===== src/rtl/serial_operand_sequencer_pkg.sv =====
// serial_cpu_pkg: shared state and ALU function codes for the serial ALU front/back end.
package serial_cpu_pkg;
  typedef enum logic [1:0] {IDLE, PRIME, SHIFT, CAPTURE} seq_state_t;
  localparam logic [2:0] FUNC_CLR   = 3'b000;
  localparam logic [2:0] FUNC_SET   = 3'b001;
  localparam logic [2:0] FUNC_ADD   = 3'b010;
  localparam logic [2:0] FUNC_CARRY = 3'b110;
endpackage


===== src/rtl/serial_operand_sequencer_if.sv =====
// serial_operand_sequencer_if: parallel operand request and result handshake.
interface serial_operand_sequencer_if #(parameter int WIDTH = 8);
  logic             start;
  logic [WIDTH-1:0] op_a;
  logic [WIDTH-1:0] op_b;
  logic [2:0]       op_func;
  logic             carry_init;
  logic             busy;
  logic             done;
  logic [WIDTH-1:0] result;
  logic             carry_out;
  modport master (output start, op_a, op_b, op_func, carry_init,
                  input busy, done, result, carry_out);
  modport slave  (input start, op_a, op_b, op_func, carry_init,
                  output busy, done, result, carry_out);
endinterface


===== src/rtl/serial_operand_sequencer_shift_reg.sv =====
// serial_shift_reg: right-shifting register with parallel load and serial in/out.
module serial_shift_reg #(parameter int WIDTH = 8) (
  input  logic             clk,
  input  logic             rst,
  input  logic             i_load,
  input  logic [WIDTH-1:0] i_data,
  input  logic             i_shift,
  input  logic             i_sin,
  output logic             o_sout,
  output logic [WIDTH-1:0] o_q
);
  logic [WIDTH-1:0] r_q;
  always_ff @(posedge clk) begin
    if (rst) r_q <= '0;
    else if (i_load) r_q <= i_data;
    else if (i_shift) r_q <= {i_sin, r_q[WIDTH-1:1]};
  end
  assign o_sout = r_q[0];
  assign o_q = r_q;
endmodule


===== src/rtl/serial_operand_sequencer.sv =====
// serial_operand_sequencer: streams operands LSB-first into a bit-serial ALU and reassembles the result.
module serial_operand_sequencer
  import serial_cpu_pkg::*;
#(parameter int WIDTH = 8) (
  input  logic clk,
  input  logic rst,
  serial_operand_sequencer_if.slave bus,
  output logic       alu_a,
  output logic       alu_b,
  output logic [2:0] alu_func,
  input  logic       alu_out,
  input  logic       alu_c_out
);
  localparam int CW = $clog2(WIDTH);
  seq_state_t       r_state, w_next;
  logic [CW-1:0]    r_cnt;
  logic [2:0]       r_func;
  logic             r_cin, r_done, r_cout;
  logic [WIDTH-1:0] r_result;
  logic             w_accept, w_shift, w_last;
  logic             w_a_sout, w_b_sout, w_r_sout;
  logic [WIDTH-1:0] w_a_q, w_b_q, w_res_q;
  logic             w_unused;
  assign w_accept = (r_state == IDLE) && bus.start;
  assign w_shift  = (r_state == SHIFT);
  assign w_last   = (r_cnt == CW'(WIDTH - 1));
  assign w_unused = &{1'b0, w_a_q, w_b_q, w_r_sout};
  serial_shift_reg #(.WIDTH(WIDTH)) u_a (
    .clk(clk), .rst(rst), .i_load(w_accept), .i_data(bus.op_a), .i_shift(w_shift),
    .i_sin(1'b0), .o_sout(w_a_sout), .o_q(w_a_q));
  serial_shift_reg #(.WIDTH(WIDTH)) u_b (
    .clk(clk), .rst(rst), .i_load(w_accept), .i_data(bus.op_b), .i_shift(w_shift),
    .i_sin(1'b0), .o_sout(w_b_sout), .o_q(w_b_q));
  serial_shift_reg #(.WIDTH(WIDTH)) u_res (
    .clk(clk), .rst(rst), .i_load(w_accept), .i_data('0), .i_shift(w_shift),
    .i_sin(alu_out), .o_sout(w_r_sout), .o_q(w_res_q));
  always_comb begin
    w_next   = r_state;
    alu_a    = 1'b0;
    alu_b    = 1'b0;
    alu_func = FUNC_CLR;
    case (r_state)
      IDLE:    w_next = bus.start ? PRIME : IDLE;
      PRIME: begin
        alu_func = r_cin ? FUNC_SET : FUNC_CLR;
        w_next   = SHIFT;
      end
      SHIFT: begin
        alu_a    = w_a_sout;
        alu_b    = w_b_sout;
        alu_func = r_func;
        w_next   = w_last ? CAPTURE : SHIFT;
      end
      CAPTURE: begin
        alu_func = r_func;
        w_next   = IDLE;
      end
      default: w_next = IDLE;
    endcase
  end
  // result/carry_out only move at CAPTURE so partial sums never leak out
  always_ff @(posedge clk) begin
    if (rst) begin
      r_state  <= IDLE;
      r_cnt    <= '0;
      r_func   <= FUNC_CLR;
      r_cin    <= 1'b0;
      r_done   <= 1'b0;
      r_result <= '0;
      r_cout   <= 1'b0;
    end else begin
      r_state <= w_next;
      r_done  <= (r_state == CAPTURE);
      if (w_accept) begin
        r_func <= bus.op_func;
        r_cin  <= bus.carry_init;
        r_cnt  <= '0;
      end
      if (w_shift && !w_last) r_cnt <= r_cnt + 1'b1;
      if (r_state == CAPTURE) begin
        r_result <= w_res_q;
        r_cout   <= alu_c_out;
      end
    end
  end
  assign bus.busy      = (r_state != IDLE);
  assign bus.done      = r_done;
  assign bus.result    = r_result;
  assign bus.carry_out = r_cout;
endmodule

===== src/flat_wrapper.sv =====
// flat-port wrapper written by rule: the top's interface ports become plain ports
module serial_operand_sequencer_flat import serial_cpu_pkg::*;
#(parameter int WIDTH = 8)
  (clk, rst, alu_a, alu_b, alu_func, alu_out, alu_c_out, bus_start, bus_op_a, bus_op_b, bus_op_func, bus_carry_init, bus_busy, bus_done, bus_result, bus_carry_out);
  serial_operand_sequencer_if #(.WIDTH(WIDTH)) bus_i ();
  input  logic clk;
  input  logic rst;
  output logic alu_a;
  output logic alu_b;
  output logic [2:0] alu_func;
  input  logic alu_out;
  input  logic alu_c_out;
  input wire logic [$bits(bus_i.start)-1:0] bus_start;
  input wire logic [$bits(bus_i.op_a)-1:0] bus_op_a;
  input wire logic [$bits(bus_i.op_b)-1:0] bus_op_b;
  input wire logic [$bits(bus_i.op_func)-1:0] bus_op_func;
  input wire logic [$bits(bus_i.carry_init)-1:0] bus_carry_init;
  output wire logic [$bits(bus_i.busy)-1:0] bus_busy;
  output wire logic [$bits(bus_i.done)-1:0] bus_done;
  output wire logic [$bits(bus_i.result)-1:0] bus_result;
  output wire logic [$bits(bus_i.carry_out)-1:0] bus_carry_out;
  assign bus_i.start = bus_start;
  assign bus_i.op_a = bus_op_a;
  assign bus_i.op_b = bus_op_b;
  assign bus_i.op_func = bus_op_func;
  assign bus_i.carry_init = bus_carry_init;
  assign bus_busy = bus_i.busy;
  assign bus_done = bus_i.done;
  assign bus_result = bus_i.result;
  assign bus_carry_out = bus_i.carry_out;
  serial_operand_sequencer #(.WIDTH(WIDTH)) u_core (.clk(clk), .rst(rst), .bus(bus_i), .alu_a(alu_a), .alu_b(alu_b), .alu_func(alu_func), .alu_out(alu_out), .alu_c_out(alu_c_out));
endmodule

===== config.mk =====
export PLATFORM = sky130hd
export DESIGN_NAME = serial_operand_sequencer_flat
export DESIGN_NICKNAME = d
export VERILOG_FILES = /design/src/rtl/serial_operand_sequencer_pkg.sv /design/src/rtl/serial_operand_sequencer_if.sv /design/src/rtl/serial_operand_sequencer_shift_reg.sv /design/src/rtl/serial_operand_sequencer.sv /design/src/flat_wrapper.sv
export SDC_FILE = /design/constraint.sdc
export NUM_CORES = 1
export LEC_CHECK = 0
export CAP_MARGIN = 20
export CORE_MARGIN = 2
export CORE_UTILIZATION = 45
export CTS_BUF_LIST = sky130_fd_sc_hd__clkbuf_8
export DETAILED_ROUTE_END_ITERATION = 7
export PLACE_DENSITY_LB_ADDON = 0.05
export SLEW_MARGIN = 40
export SYNTH_ARGS = -nofsm -noshare
export SYNTH_HDL_FRONTEND = slang
export SYNTH_SLANG_ARGS = --single-unit

===== constraint.sdc =====
create_clock -name clk -period 1.4 [get_ports clk]
set_input_delay 0.14 -clock clk [delete_from_list [all_inputs] [get_ports clk]]
set_output_delay 0.14 -clock clk [all_outputs]
set_load 0.02 [all_outputs]

=== Word level (Yosys, flattened, before mapping) ===
Index checks and enable logic that the tools add are counted.

* Register bits: 43
* Input port bits: 25
* Output and inout bits: 16

* Add/sub/neg operators: 1
* Equality and inequality tests: 4
* Muxes and demuxes: 13
* Reductions and logical operators: 9

{| class="wikitable"
|+ Operator list
! kind !! number
|-
| $mux 8 || 4
|-
| $pmux 2 s4 || 1
|-
| $mux 3 || 2
|-
| $pmux 3 s2 || 1
|-
| $reduce_bool 2->1 || 3
|-
| $mux 1 || 5
|-
| $eq 2x2->1 const B || 2
|-
| $reduce_or 2->1 || 2
|-
| $add 3x1->3 const B || 1
|-
| $eq 3x3->1 const B || 1
|-
| $eq 2x1->1 const B || 1
|-
| $logic_and 1x1->1 || 2
|-
| $logic_not 2->1 || 1
|-
| $logic_not 1->1 || 1
|}

=== Longest topological paths before layout ===
Gate-level depths: netlist of the first run.

* Depth after elaboration: 4
* Mapped depth: 7
* Depth with buffers taken out: 5

=== Modules after synthesis ===
A second synthesis of the first run with hierarchy kept.

* Cells, all modules: 196
* Area total of the unflattened synthesis: 1993.2 µm²

{| class="wikitable"
|+ By module, submodules not included
! module !! times used !! cells each !! area an instance (µm²)
|-
| serial_shift_reg || 3 || 36 || 376.6
|-
| serial_operand_sequencer || 1 || 88 || 863.3
|}

=== Least setup slack after synthesis of the first run ===
Ideal clock, no wire load.

* Kind: flip-flop to output port
* Start point: register u_core.r_state[0]
* End point: output alu_func[1]
* Data arrival time: 1.473 ns
* Data required time: 1.260 ns
* Path slack: -0.213 ns
* Stages on the path, launching flop included: 7
* Path buffers: 2
* Path through: dfxtp_1 > inv_1 > ha_1 > buf_6 > buf_6 > nor2_1 > nor3b_1

* Cells in the longest elaborated chain, start to end: 3

{| class="wikitable"
|+ Ends and longest elaborated chain
! item !! RTL line !! text
|-
| start: declaration || serial_operand_sequencer.sv:15 || <nowiki>seq_state_t r_state, w_next;</nowiki>
|-
| start signal: assignment || serial_operand_sequencer.sv:72 || <nowiki>r_state <= w_next;</nowiki>
|-
| $eq 2x2->1 || serial_operand_sequencer.sv:42 || <nowiki>case (r_state)</nowiki>
|-
| $reduce_or 2->1 (no source line) || - ||
|-
| $pmux 3 s2 * || serial_operand_sequencer.sv:42 ||
|-
| end: declaration || flat_wrapper.sv:10 || <nowiki>output logic [2:0] alu_func;</nowiki>
|}

Mark *: on every way between the ends. The rest lies on a longest branch, timed or not.

=== Final worst setup path of the first run ===
* Start point: register u_core.r_state[0]
* End point: output alu_a

* Cells in the longest elaborated chain, start to end: 2

{| class="wikitable"
|+ Ends and longest elaborated chain
! item !! RTL line !! text
|-
| $eq 2x2->1 || serial_operand_sequencer.sv:42 ||
|-
| $mux 1 || serial_operand_sequencer.sv:42 ||
|-
| end: declaration || flat_wrapper.sv:8 || <nowiki>output logic alu_a;</nowiki>
|}

No other way between the ends.

==> flow_summary.json, run 1 <==
{
  "run_status": "complete, but fails checks",
  "violations": "setup timing",
  "holdPathStages": 3,
  "h-tree-depth": 2,
  "p_leak_nw": 1.05,
  "fillers": 326,
  "synth_cells": 186,
  "die_y_um": 68.6,
  "io_pins": 41,
  "rsz0062_at_grt": "true",
  "internal-power_w": 0.00189,
  "async_flop_share": 0,
  "min_path_type": "in2reg",
  "syn_area_per_cell_um2": 10.1,
  "diodes": 0,
  "antenna_found_initial": 0,
  "min_from": "bus_carry_init",
  "wl_mm": 3.80,
  "clock-sinks": 43,
  "yosys_warnings": 0,
  "synth_top_area_share": 0.459,
  "synth_most_common_cell": "dfxtp_1",
  "finalSetupTns_ns": -0.0449,
  "core_area_um2": 4000,
  "r2r_setup_slack_ns": 0.02,
  "r2r_start": "u_core.r_state[0]",
  "fin_nets": 262,
  "synthesis.nets": 217,
  "clk_pin_slew_worst_paths_ns": 0.08,
  "grt_max_degree": 20,
  "cp.required_ns": 1.26,
  "min_period_ns": 1.41,
  "synth_edf_count": 0,
  "synthDistinctLibCells": 21,
  "port_buffers": 40,
  "drive_above_1_share": 0.250,
  "final_hold_viol_count": 0,
  "slew_headroom": 0.776,
  "die_area_um2": 4700,
  "fmax_ghz": 0.707,
  "area.growth.synth_to_final_pct": 36.8,
  "path_class": "reg2out",
  "p_sw_frac": 0.272,
  "initial_core_util": 0.469,
  "worstHoldEndpoint": "u_core.r_cin",
  "reg2regPathDepth": 6,
  "clock_latency_ns": 0.29,
  "vias": 1412,
  "tritoncts": "done",
  "netlist_area_um2": 1880,
  "pwr-share-clk": 0.294,
  "rows": 23,
  "clk_path_buf_depth": 2,
  "final.setup_skew_ns": 0.00817,
  "grt_pass1_wl_mm": 6.22,
  "drc_errors": 0,
  "timing.critical_path.to_type": "output pin",
  "peakVddDrop_v": 0.000752,
  "synth_ff_type": "dfxtp_1",
  "root_buffer": "clkbuf_8",
  "cp_max_fo": 4,
  "grt_pass1_vias": 1339,
  "powerDensity_nw_per_um2": 1010,
  "dieWidth_um": 68.6,
  "arrival_ns": 1.27,
  "gp_congestion": 0.745,
  "dp_hpwl_mm": 2.71,
  "start_kind": "flop",
  "slew_violations": 0,
  "power.switching_w": 0.000705,
  "fin_ws_ns": -0.0138,
  "min_period_over_period": 1.01,
  "ys_ff_latch": 43,
  "r2r-end": "u_core.r_cnt[0]",
  "fin_util": 0.642,
  "cts_made_buffers": 5,
  "cap_viol_max_count": 0,
  "firstDrtPassIters": 4,
  "power_frac_seq": 0.515,
  "routed_via_density": 5.01,
  "synth_area_leader_cell": "dfxtp_1",
  "finalSetupViolations": 5,
  "tightest_slew_ns": 0.336,
  "synth_common_cells": "43 x dfxtp_1, 32 x nor2_1, 31 x mux2i_1",
  "wire_per_inst_um": 13.5,
  "antenna_left": 0,
  "grt.overflow.total": 0,
  "pwr-share-comb": 0.191,
  "track_usage": 0.181,
  "dr.first_iter.drc_count": 63,
  "ys_seq_area_frac": 0.459,
  "ys_top_cells_by_area": "dfxtp_1 46%, mux2i_1 17%, a211oi_2 9.3%, nor2_1 6.4%, ha_1 4.0%"
}
logic make-up (layout without fill, tap and decap cells):
group / Yosys count / in the layout / synth area share
buffers and inverters: 17 / 63 / 0.0600
and+or+nand+nor: 63 / 63 / 0.150
DFF: 43 / 43 / 0.459
AOI/OAI and AO/OA: 26 / 26 / 0.125
muxes: 31 / 31 / 0.165
adders and majority gates: 6 / 6 / 0.0400
sequential cells by signal, summed over array words and instances, names as in the netlist, 2 cells and up:
register and flops:
u_core.bus.result 8, u_core.r_state 2, u_core.u_a.o_q 8, u_core.u_b.o_q 8, u_core.u_res.o_q 8, u_core.r_func 3
u_core.r_cnt 3
critical path: stages (launching register included):
cell,delay (ns)
dfxtp_4,0.38
inv_4,0.05
ha_4,0.18
buf_6,0.12
and2_4,0.13
buf_6,0.12
how the worst max path moves through the flow:
stage | end | slack, ns | start | cells past startpoint
6_report | alu_a | -0.01 | u_core.r_state[0] | 5
5_1_grt | alu_func[0] | -0.09 | u_core.r_state[0] | 5
2_1_floorplan | alu_func[1] | 0.02 | u_core.r_state[0] | 6
3_3_place_gp | alu_func[2] | -0.27 | u_core.r_state[0] | 4
4_1_cts | alu_func[0] | -0.04 | u_core.r_state[1] | 6
3_5_place_dp | alu_func[2] | -0.31 | u_core.r_state[0] | 4
metal layers:
layer  up-vias  track usage  share of wire
met5         -            0              0
met4         0       0.0525         0.0097
met3         4       0.0633          0.046
met2        30        0.282           0.49
met1       656        0.236           0.46
li1        722            -              -
final cells by class:
class | count | area, um2 | area share
clock buffers | 5 | 68.8 | 0.0268
clock inverters | 3 | 16.3 | 0.00634
inverters | 3 | 16.3 | 0.00634
multi-input cells | 126 | 1000 | 0.391
flip-flops and latches | 43 | 868 | 0.338
well taps | 50 | 62.6 | 0.0244
repair buffers | 52 | 531 | 0.207
what timing repair did:
item	4_1_cts	5_1_grt
pin swaps	4	1
gates cloned	0	0
hold buffers	0	0
buffers inserted	1	0
endpoints found under the setup margin	40	29
resized for setup	60	14
layout by cell type (no fill, tap or decap), drive strengths merged, types with 5 or more instances in the layout:
cell           instances
dfxtp                 43
nand2                 14
a211oi                14
clkdlybuf4s50         25
a21oi                 11
clkbuf                 5
nor2                  32
ha                     6
dlymetal6s2s           6
buf                   18
mux2i                 31
through the flow:
step	power (W)	setup slack (ns)	hold WS (ns)	std cells	instance area (um2)
final	0.00259	-0.0138	0.395	282	2570
after global routing	0.00273	-0.0911	0.410	282	2570
after CTS	0.00259	-0.0389	0.388	282	2520
after detailed placement	0.00180	-0.314	0.454	273	2350
after global placement	0.00178	-0.269	0.443	273	2350
after floorplan	0.00167	0.0195	0.276	186	1900
power by group through the flow:
stage	Sequential, W	Clock (W)	Combinational [W]
floorplan	0.00134	0	0.000322
global placement	0.00135	0	0.000432
detailed placement	0.00135	0	0.000447
CTS	0.00133	0.000782	0.000480
global route	0.00134	0.000848	0.000541
finish	0.00134	0.000761	0.000496
(Power assumes the default switching activity.)
==> run 2: changes to the inputs <==
--- a/config.mk
+++ b/config.mk
@@ -6,6 +6,7 @@
 export NUM_CORES = 1
 export LEC_CHECK = 0
 export CAP_MARGIN = 20
+export CORE_ASPECT_RATIO = 0.6
 export CORE_MARGIN = 2
 export CORE_UTILIZATION = 45
 export CTS_BUF_LIST = sky130_fd_sc_hd__clkbuf_8
==> flow_summary.json, run 2 (synthesized netlist as in run 1, its figures left out) <==
{
  "routed_via_density": 5.01,
  "track_usage": 0.175,
  "cts_made_buffers": 5,
  "fin_ws_ns": -0.0387,
  "grt_pass1_vias": 1302,
  "stdcell_count": 288,
  "finalSetupTns_ns": -0.128,
  "antenna_left": 0,
  "dp_hpwl_mm": 2.69,
  "core_area_um2": 4050,
  "wire_per_inst_um": 13.6,
  "vias": 1442,
  "fillers": 321,
  "p_leak_nw": 1.13,
  "violations": "setup timing",
  "cap_viol_max_count": 0,
  "min_path_type": "in2reg",
  "drc_errors": 0,
  "crit_path_max_incr_delay_ns": 0.39,
  "final_hold_viol_count": 0,
  "path_class": "reg2out",
  "firstDrtPassIters": 4,
  "min_period_over_period": 1.03,
  "timing.critical_path.to_type": "output pin",
  "rsz0062_at_grt": "true",
  "grt_pass1_wl_mm": 6.13,
  "initial_core_util": 0.463,
  "slew_headroom": 0.820,
  "powerDensity_nw_per_um2": 996,
  "grt_max_degree": 23,
  "min_period_ns": 1.44,
  "fin_nets": 268,
  "clock_latency_ns": 0.30,
  "clock-sinks": 43,
  "regArea_um2": 868,
  "cp.required_ns": 1.26,
  "cp_max_fo": 4,
  "final_common_cell": "dfxtp_1",
  "whs_ns": 0.395,
  "drive_above_1_share": 0.265,
  "arrival_ns": 1.30,
  "antenna_found_initial": 0,
  "diodes": 0,
  "final.setup_skew_ns": 0.00668,
  "fmax_ghz": 0.695,
  "power_w": 0.00266,
  "slew_violations": 0,
  "port_buffers": 40,
  "tritoncts": "done",
  "io_pins": 41,
  "cp_common_cell": "buf_6",
  "die_y_um": 54.0,
  "rows": 18,
  "h-tree-depth": 2,
  "tightest_slew_ns": 0.271,
  "grt.overflow.total": 0,
  "clk_pin_slew_worst_paths_ns": 0.09,
  "root_buffer": "clkbuf_8",
  "wl_mm": 3.93,
  "start_kind": "flop",
  "die_area_um2": 4720,
  "area.growth.synth_to_final_pct": 42.4,
  "dr.first_iter.drc_count": 18,
  "multi_input_area_um2": 1010,
  "cp_slowest_cell": "dfxtp_4",
  "peakVddDrop_v": 0.000585,
  "run_status": "complete, but fails checks",
  "clk_path_buf_depth": 2,
  "layout_common_cells": "41 x dfxtp_1, 31 x nor2_1, 30 x mux2i_1",
  "dieWidth_um": 87.3,
  "dp_cells": 276,
  "gp_congestion": 0.695,
  "finalSetupViolations": 5,
  "dpl_worst_slack_ns": -0.351,
  "path_cells": "inv_4 > ha_4 > buf_6 > and2_4 > buf_6"
}
==> run 2: cell count changes in the layout (fill, tap and decap cells not counted), sizes merged <==
| cell | delta |
|---|---|
| buf | +5 |
| clkbuf | +1 |
| clkdlybuf4s50 | -1 |
| dlygate4sd2 | -1 |
| dlymetal6s2s | +2 |
==> run 2: metrics by stage <==
| stage | utilization | cell area (um2) |
|---|---|---|
| 6_report | 0.659 | 2670 |
| 5_1_grt | 0.659 | 2670 |
| 4_1_cts | 0.641 | 2600 |
| 3_5_place_dp | 0.591 | 2390 |
| 3_3_place_gp | 0.591 | 2390 |
| 2_1_floorplan | - | 1900 |
==> run 2: routing by layer <==
metal / global-route usage / part of all wire / vias up
li1: - / - / 733
met2: 0.287 / 0.45 / 29
met4: 0.0692 / 0.014 / 0
met3: 0.0475 / 0.042 / 5
met5: 0 / 0 / -
met1: 0.223 / 0.50 / 675
==> run 2: area by class of cell <==
class	count	area share
clock buffers	5	0.0258
clock inverters	3	0.00609
inverters	3	0.00609
multi-input cells	126	0.378
flip-flops and latches	43	0.325
well taps	50	0.0234
repair buffers	58	0.236
==> run 2: worst max-delay path, delay by kind of cell (launching register included) <==
kind / cells / cell delay, ns
buffers and inverters: 3 / 0.30
adders and majority gates: 1 / 0.18
and+or+nand+nor: 1 / 0.13
DFF: 1 / 0.39
==> run 2: worst paths after layout <==
path         slack [ns]                   to         startpoint  depth (start not counted)
max               -0.04                alu_a  u_core.r_state[0]                          5
max reg2reg        0.07  u_core.u_res.o_q[0]  u_core.r_state[0]                          7
min reg2reg        0.46     u_core.r_func[1]   u_core.r_func[1]                          2
min                0.39     u_core.r_func[1]     bus_op_func[1]                          3
==> run 2: timing repair <==
| item | 4_1_cts | 5_1_grt |
|---|---|---|
| setup endpoints to repair | 39 | 21 |
| gates cloned | 0 | 1 |
| setup buffers | 2 | 1 |
| hold buffers | 0 | 0 |
| pin swaps | 5 | 2 |
| resized for setup | 61 | 13 |
==> run 2: report_power, final <==
group          total (W)  internal (W)  switching [W]
Sequential       0.00133       0.00129      0.0000436
Clock           0.000775      0.000342       0.000434
Combinational   0.000552      0.000299       0.000252
==> run 3: changes to the inputs <==
--- a/config.mk
+++ b/config.mk
@@ -10,6 +10,7 @@
 export CORE_MARGIN = 2
 export CORE_UTILIZATION = 45
 export CTS_BUF_LIST = sky130_fd_sc_hd__clkbuf_8
+export CTS_CLUSTER_SIZE = 14
 export DETAILED_ROUTE_END_ITERATION = 7
 export PLACE_DENSITY_LB_ADDON = 0.05
 export SLEW_MARGIN = 40
==> results of run 3 <==
Same layout as run 2: the final DEF is identical, and so are final timing and power.
